**src/rtl/bird_life_ctrl.sv**
```systemverilog
// Bird life-cycle controller: spawn, hit points, post-hit flash, death/respawn timing and wing flap.
// Optional build macro BIRD_FLASH_BLINK_EN makes flash blink every 2 frames while HURT.
module bird_life_ctrl #(
  parameter int HIT_POINTS     = 3,
  parameter int FLASH_FRAMES   = 8,
  parameter int FLAP_FRAMES    = 16,
  parameter int RESPAWN_FRAMES = 64
) (
  input  logic       clk,
  input  logic       resetN,
  input  logic       startOfFrame,
  input  logic       spawn,
  input  logic       hit,
  input  logic       kill,
  output logic       alive,
  output logic       flash,
  output logic       duty50,
  output logic [2:0] hp,
  output logic       died
);

  typedef enum logic [1:0] {
    IDLE  = 2'd0,
    ALIVE = 2'd1,
    HURT  = 2'd2,
    DEAD  = 2'd3
  } state_t;

  localparam logic [2:0] HP_INIT      = 3'(HIT_POINTS);
  localparam logic [7:0] FLASH_LAST   = 8'(FLASH_FRAMES - 1);
  localparam logic [7:0] FLAP_LAST    = 8'(FLAP_FRAMES - 1);
  localparam logic [7:0] RESPAWN_LAST = 8'(RESPAWN_FRAMES - 1);

  state_t     state;
  state_t     state_n;
  logic [7:0] cnt;
  logic [7:0] cnt_n;
  logic [7:0] flap_cnt;
  logic [2:0] hp_n;
  logic       alive_n;
  logic       flash_n;
  logic       died_n;

  // Next-state, frame counter and hit-point update
  always_comb begin
    state_n = state;
    cnt_n   = cnt;
    hp_n    = hp;
    case (state)
      IDLE: begin
        hp_n = 3'd0;
        if (spawn) begin
          state_n = ALIVE;
          hp_n    = HP_INIT;
        end else begin
          state_n = IDLE;
        end
      end
      ALIVE: begin
        if (kill) begin
          state_n = DEAD;
          hp_n    = 3'd0;
        end else if (hit) begin
          // hp saturates at zero: the last hit point goes straight to DEAD
          if (hp > 3'd1) begin
            state_n = HURT;
            hp_n    = hp - 3'd1;
          end else begin
            state_n = DEAD;
            hp_n    = 3'd0;
          end
        end else begin
          state_n = ALIVE;
        end
      end
      HURT: begin
        if (kill) begin
          state_n = DEAD;
          hp_n    = 3'd0;
        end else if (startOfFrame) begin
          if (cnt == FLASH_LAST) begin
            state_n = ALIVE;
          end else begin
            cnt_n = cnt + 8'd1;
          end
        end else begin
          state_n = HURT;
        end
      end
      DEAD: begin
        hp_n = 3'd0;
        if (startOfFrame) begin
          if (cnt == RESPAWN_LAST) begin
            state_n = IDLE;
          end else begin
            cnt_n = cnt + 8'd1;
          end
        end else begin
          state_n = DEAD;
        end
      end
      default: begin
        state_n = IDLE;
        hp_n    = 3'd0;
      end
    endcase
    // Any state entry restarts the frame count, even if a frame pulse coincides
    if (state_n != state) begin
      cnt_n = 8'd0;
    end else begin
      cnt_n = cnt_n;
    end
  end

  // Output decode from the next state so the registered outputs track it
  always_comb begin
    alive_n = (state_n == ALIVE) || (state_n == HURT);
    died_n  = (state_n == DEAD) && (state != DEAD);
    if (state_n == HURT) begin
`ifdef BIRD_FLASH_BLINK_EN
      flash_n = ~cnt_n[1];
`else
      flash_n = 1'b1;
`endif
    end else begin
      flash_n = 1'b0;
    end
  end

  // State, counter and output registers
  always_ff @(posedge clk or negedge resetN) begin
    if (!resetN) begin
      state <= IDLE;
      cnt   <= 8'd0;
      hp    <= 3'd0;
      alive <= 1'b0;
      flash <= 1'b0;
      died  <= 1'b0;
    end else begin
      state <= state_n;
      cnt   <= cnt_n;
      hp    <= hp_n;
      alive <= alive_n;
      flash <= flash_n;
      died  <= died_n;
    end
  end

  // Wing flap: runs only while drawn, frozen otherwise, restarted on spawn
  always_ff @(posedge clk or negedge resetN) begin
    if (!resetN) begin
      flap_cnt <= 8'd0;
      duty50   <= 1'b0;
    end else if ((state == IDLE) && spawn) begin
      flap_cnt <= 8'd0;
      duty50   <= 1'b0;
    end else if (alive && startOfFrame) begin
      if (flap_cnt == FLAP_LAST) begin
        flap_cnt <= 8'd0;
        duty50   <= ~duty50;
      end else begin
        flap_cnt <= flap_cnt + 8'd1;
      end
    end else begin
      flap_cnt <= flap_cnt;
      duty50   <= duty50;
    end
  end

endmodule

```
**config.mk**
```make
export PLATFORM = sky130hd
export DESIGN_NAME = bird_life_ctrl
export DESIGN_NICKNAME = d
export VERILOG_FILES = /design/src/rtl/bird_life_ctrl.sv
export SDC_FILE = /design/constraint.sdc
export NUM_CORES = 1
export LEC_CHECK = 0
export ABC_AREA = 1
export CAP_MARGIN = 5
export CORE_MARGIN = 2
export CORE_UTILIZATION = 60
export DETAILED_ROUTE_END_ITERATION = 6
export HOLD_SLACK_MARGIN = 0.08
export PLACE_DENSITY_LB_ADDON = 0.12
export SLEW_MARGIN = 15
export SYNTH_ARGS = -nofsm -noshare
export SYNTH_HDL_FRONTEND = slang
export SYNTH_SLANG_ARGS = --single-unit
export TNS_END_PERCENT = 50
```
**constraint.sdc**
```tcl
create_clock -name clk -period 3.4 [get_ports clk]
set_input_delay 0.85 -clock clk [delete_from_list [all_inputs] [get_ports clk]]
set_output_delay 0.85 -clock clk [all_outputs]
set_load 0.01 [all_outputs]
```
==> flow_metrics.py, run 1 <==
metrics = {
    "sta": {
        "timing.hold.ws_ns": 0.521,
        "drv_slew": 0,
        "min_period_over_period": 0.630,
        "tightest_slew_ns": 0.455,
        "setup_viol_count_final": 0,
        "slew_headroom": 0.695,
        "finalSetupTns_ns": 0,
        "max_freq_mhz": 467,
        "period_needed_ns": 2.14,
        "rsz0062_at_grt": "no",
        "finClkSkew_ns": 0.0133,
        "hold_violations": 0,
    },
    "synthesis": {
        "ys_types": 25,
        "yosysWarnings": 0,
        "synthAdderAreaFrac": 0.0442,
        "synth_seq_cells": 25,
        "netlist_area_mm2": 0.00142,
        "synth-simple-area-share": 0.304,
        "avgSynthCellArea_um2": 7.78,
        "synth_top_family_by_area": "simple AND/OR/NAND/NOR gates",
        "synthMuxAreaShare": 0,
        "synthXorXnorAreaFrac": 0.0124,
        "synth_compound_area_frac": 0.110,
        "netlist_instances": 182,
        "yosysSeqAreaShare": 0.442,
        "synth.net_count": 193,
    },
    "floorplan": {
        "ioPinCount": 13,
        "dieArea_mm2": 0.00277,
        "die_w_um": 52.6,
        "initial_core_util": 0.640,
        "core_mm2": 0.00221,
        "fp.dieH_um": 52.6,
        "fp-row-count": 17,
    },
    "grt": {
        "track_usage": 0.249,
        "antenna_found_initial": 0,
        "grt_remaining_overflow": 0,
        "grt_pass1_wl_um": 5070,
        "grt_start_max_net_pins": 26,
        "grt_pass1_vias": 1275,
    },
    "layout": {
        "nets": 211,
        "synthToLayoutAreaGrowth_pct": 13.4,
        "final_common_cell": "inv_1",
        "finalNonFillerCells": 227,
        "diodes": 0,
        "drive_gt1_frac": 0.0955,
        "layout_common_cells": "inv_1, nand2_1, dfrtp_1",
    },
    "detailed_routing": {
        "wl_met3_um": 76,
        "first_iter_violations": 39,
        "drtPass1Iterations": 4,
        "drc": 0,
        "vias": 1226,
        "wl_um": 2810,
        "wl_per_cell_um": 12.4,
        "routed.top_layer": "met4",
        "ant_nets": 0,
        "met1_length_um": 1150,
        "wl_met2_um": 1540,
        "viasPerCell": 5.40,
    },
    "power_and_ir_drop": {
        "max-vdd-ir-drop_v": 0.000489,
        "p_leak_nw": 0.812,
        "power_density_mw_per_mm2": 708,
    },
    "worst_setup_path": {
        "cp_max_fo": 6,
        "required_ns": 3.64,
        "reg2reg_to": "duty50",
        "critical_path.cell_chain": "clkdlybuf4s50_1 -> nand2_1 -> nand2_2 -> nand3_1 -> inv_1 -> nand3_1 -> o21ai_1 -> nor3b_1",
        "crit_family": "simple AND/OR/NAND/NOR gates",
        "arrival_ns": 2.38,
        "r2r_setup_slack_ns": 1.60,
        "setup.worst_path.end_class": "flop",
        "cp.buffers_inverters": 2,
        "critPathLaunch": "startOfFrame",
        "rr_worst_depth": 7,
        "cp_slowest_cell": "clkdlybuf4s50_1",
        "path_class": "in2reg",
        "cpMostUsedCell": "nand3_1",
        "startpoint_type": "input pin",
        "slowest_delay_ns": 0.56,
        "reg2reg_from": "flap_cnt[0]",
    },
    "cts": {
        "numClockSinks": 25,
        "clock_path_buffers": 2,
        "post_cts_resized": 0,
        "cts_tree": "yes",
        "htree_levels": 1,
        "post-cts-setup-buffers": 0,
        "ctsRootBufferMaster": "clkbuf_4",
        "clk_latency_ns": 0.33,
        "numCtsBuffers": 3,
        "cts_hold_repair.buffers": 0,
        "clkTransAtPathRegs_ns": 0.13,
    },
    "flow_run": {
        "drv_cap": 0,
    },
    "placement": {
        "place_hpwl_um": 2210,
        "gp_congestion": 0.833,
        "dpl.cell_count": 223,
        "numPortBuffers": 12,
    },
    "hold_path": {
        "min_from": "hp[2]",
        "hold_path.class": "reg2reg",
        "hold_end": "hp[2]",
        "min_path_cells": 1,
    },
    "outcome": {
        "status": "completed",
    },
}
## synth_stat cells
cell       n  area (µm²)
nand2_2    5        31.3
or2_2      1        6.26
nand2_4    1        11.3
o21bai_1   2        15.0
nor3_1     4        20.0
o22ai_1    2        12.5
o21ai_0    8        40.0
nand3_2    2        20.0
nor3b_1    2        15.0
a21oi_1    8        40.0
inv_1     33         124
ha_1       5        62.6
o21a_1     1        7.51
nand3_1   16        80.1
a211oi_1   3        22.5
dfrtp_1   25         626
nand2_1   28         105
xor2_1     2        17.5
o21ai_1    2        10.0
nor2_4     1        11.3
nor2_1    24        90.1
o21ai_2    1        8.76
and2_4     1        8.76
nor2_2     2        12.5
nand4_1    3        18.8
## registers in the layout (all words and copies together), names as in the netlist
name      flops
state         2
duty50        1
flap_cnt      8
alive         1
cnt           8
flash         1
hp            3
died          1
## report_power, final
part	internal [mW]	switching (mW)	total, mW
registers	0.385	0.0720	0.457
clock network	0.0442	0.0903	0.134
logic	0.228	0.317	0.545
total	0.658	0.479	1.14
## layout make-up
type | count | area [µm²]
multi-input cells | 124 | 667
well taps | 28 | 35.0
clock buffers | 3 | 22.5
flip-flops and latches | 25 | 626
inverters | 33 | 124
repair buffers | 13 | 128
fillers | 177 | 606
clock inverters | 1 | 5.00
## metal layers
layer  track usage  vias up
met5             0        -
met4         0.115        0
met3        0.0400        7
met2         0.467       21
met1         0.269      577
li1              -      621
## cells by family after synthesis
| family | after synthesis |
|---|---|
| AOI/OAI and AO/OA | 27 |
| xor gates and xnor gates | 2 |
| buffers and inverters | 33 |
| DFF | 25 |
| and+or+nand+nor | 90 |
| adders and majority gates | 5 |
## how the worst max path moves through the flow
stage,end,slack [ns],depth (start not counted)
floorplan,alive,1.73,6
global placement,cnt[4],1.06,9
detailed placement,flap_cnt[7],0.91,8
CTS,flap_cnt[7],1.26,8
global route,flap_cnt[7],1.14,8
finish,flap_cnt[7],1.26,8
## stage by stage
stage	cell area, µm²	setup WS [ns]	power [mW]	utilization
final	1610	1.26	1.14	0.726
after global routing	1610	1.14	1.25	0.726
after CTS	1610	1.26	1.15	0.726
after detailed placement	1580	0.913	1.01	0.714
after global placement	1580	1.06	0.981	0.714
after floorplan	1420	1.73	0.829	-
(Power assumes the default switching activity.)
==> inputs of run 2 (changes only) <==
--- a/config.mk
+++ b/config.mk
@@ -8,7 +8,7 @@
 export ABC_AREA = 1
 export CAP_MARGIN = 5
 export CORE_MARGIN = 2
-export CORE_UTILIZATION = 60
+export CORE_UTILIZATION = 56
 export DETAILED_ROUTE_END_ITERATION = 6
 export HOLD_SLACK_MARGIN = 0.08
 export PLACE_DENSITY_LB_ADDON = 0.12
==> constraint.sdc (replaced) <==
create_clock -name clk -period 2.2 [get_ports clk]
set_input_delay 0.55 -clock clk [delete_from_list [all_inputs] [get_ports clk]]
set_output_delay 0.55 -clock clk [all_outputs]
set_load 0.01 [all_outputs]
==> flow_metrics.py, run 2 (synthesis gave the netlist of run 1 again) <==
metrics = {
    "cts": {
        "clock_path_buffers": 2,
        "post-cts-setup-buffers": 0,
        "numCtsBuffers": 3,
        "htree_levels": 1,
        "ctsRootBufferMaster": "clkbuf_4",
        "clk_latency_ns": 0.31,
        "cts_hold_repair.buffers": 0,
        "numClockSinks": 25,
        "clkTransAtPathRegs_ns": 0.13,
        "cts_tree": "yes",
        "post_cts_resized": 0,
    },
    "detailed_routing": {
        "viasPerCell": 5.37,
        "drc": 0,
        "drtPass1Iterations": 4,
        "wl_um": 2740,
        "first_iter_violations": 32,
        "wl_per_cell_um": 11.9,
        "ant_nets": 0,
        "vias": 1241,
    },
    "worst_setup_path": {
        "path_class": "reg2out",
        "r2r_setup_slack_ns": 0.50,
        "setup.worst_path.end_class": "output port",
        "required_ns": 1.65,
        "crit_family": "buffers and inverters",
        "critical_path.cell_chain": "clkdlybuf4s50_1",
        "cp_slowest_cell": "clkdlybuf4s50_1",
        "cp_max_fo": 4,
        "cp.buffers_inverters": 1,
        "startpoint_type": "flop",
        "arrival_ns": 1.28,
        "slowest_delay_ns": 0.55,
    },
    "layout": {
        "nets": 213,
        "synthToLayoutAreaGrowth_pct": 14.6,
        "final_common_cell": "inv_1",
        "layout_common_cells": "inv_1, nand2_1, dfrtp_1",
        "final_core_util": 0.667,
        "diodes": 0,
        "finalNonFillerCells": 231,
        "drive_gt1_frac": 0.0995,
        "reg.largest.list": "cnt: 8 flops, flap_cnt: 8 flops, hp: 3 flops",
    },
    "outcome": {
        "status": "completed",
    },
    "sta": {
        "finClkSkew_ns": 0.00415,
        "setup_viol_count_final": 0,
        "timing.hold.ws_ns": 0.520,
        "period_needed_ns": 1.83,
        "max_freq_mhz": 546,
        "setup_ws_ns": 0.368,
        "drv_slew": 0,
        "tightest_slew_ns": 0.322,
        "rsz0062_at_grt": "no",
        "slew_headroom": 0.786,
        "finalSetupTns_ns": 0,
        "min_period_over_period": 0.833,
        "hold_violations": 0,
    },
    "placement": {
        "gp_congestion": 0.926,
        "numPortBuffers": 12,
        "pre_cts_ws_ns": 0.130,
        "place_hpwl_um": 2180,
        "dpl.cell_count": 227,
    },
    "floorplan": {
        "initial_core_util": 0.582,
        "die_w_um": 54.3,
        "dieArea_mm2": 0.00295,
        "core_mm2": 0.00243,
        "fp.dieH_um": 54.3,
        "ioPinCount": 13,
        "fp-row-count": 18,
    },
    "power_and_ir_drop": {
        "switchingPower_mw": 0.739,
        "max-vdd-ir-drop_v": 0.000899,
        "intPower_mw": 1.03,
        "switching_share": 0.417,
        "power_density_mw_per_mm2": 1090,
        "seq_power_share": 0.398,
        "combPwrFrac": 0.487,
        "p_leak_nw": 0.819,
        "p_clk_frac": 0.115,
    },
    "grt": {
        "grt_remaining_overflow": 0,
        "grt_pass1_vias": 1143,
        "grt_start_max_net_pins": 26,
        "antenna_found_initial": 0,
        "grt_pass1_wl_um": 4820,
        "track_usage": 0.224,
    },
    "flow_run": {
        "drv_cap": 0,
    },
    "hold_path": {
        "hold_path.class": "reg2reg",
    },
}
## run 2: final timing paths
kind	startpoint	to	cells past startpoint
min in group asynchronous	resetN	flap_cnt[7]	2
hold reg to reg	hp[2]	hp[2]	1
max in group asynchronous	resetN	alive	2
hold / removal	hp[2]	hp[2]	1
setup reg to reg	cnt[0]	cnt[6]	12
setup / recovery	hp[2]	hp[2]	1
## run 2: cell type report
cell class | count | area, µm²
Timing Repair Buffer | 15 | 143
Multi-Input combinational cell | 124 | 667
Fill cell | 214 | 810
Inverter | 33 | 124
Sequential cell | 25 | 626
Clock buffer | 4 | 26.3
Tap cell | 30 | 37.5
## run 2: metal layers
metal / part of all wire / vias up / track usage
li1: - / 623 / -
met1: 0.45 / 591 / 0.280
met2: 0.50 / 21 / 0.402
met3: 0.033 / 6 / 0.0246
met4: 0.018 / 0 / 0.0750
met5: 0 / - / 0
## run 2: metrics by stage
step           power, mW  instance area [µm²]
2_1_floorplan       1.28                 1420
3_3_place_gp        1.54                 1600
3_5_place_dp        1.59                 1600
4_1_cts             1.79                 1620
5_1_grt             1.95                 1620
6_report            1.77                 1620
## run 2: power groups by stage
stage	combinational, mW	sequential [mW]	clock, mW
finish	0.864	0.706	0.203
floorplan	0.563	0.719	0
global placement	0.835	0.708	0
global route	0.995	0.726	0.227
detailed placement	0.873	0.715	0
CTS	0.877	0.705	0.212
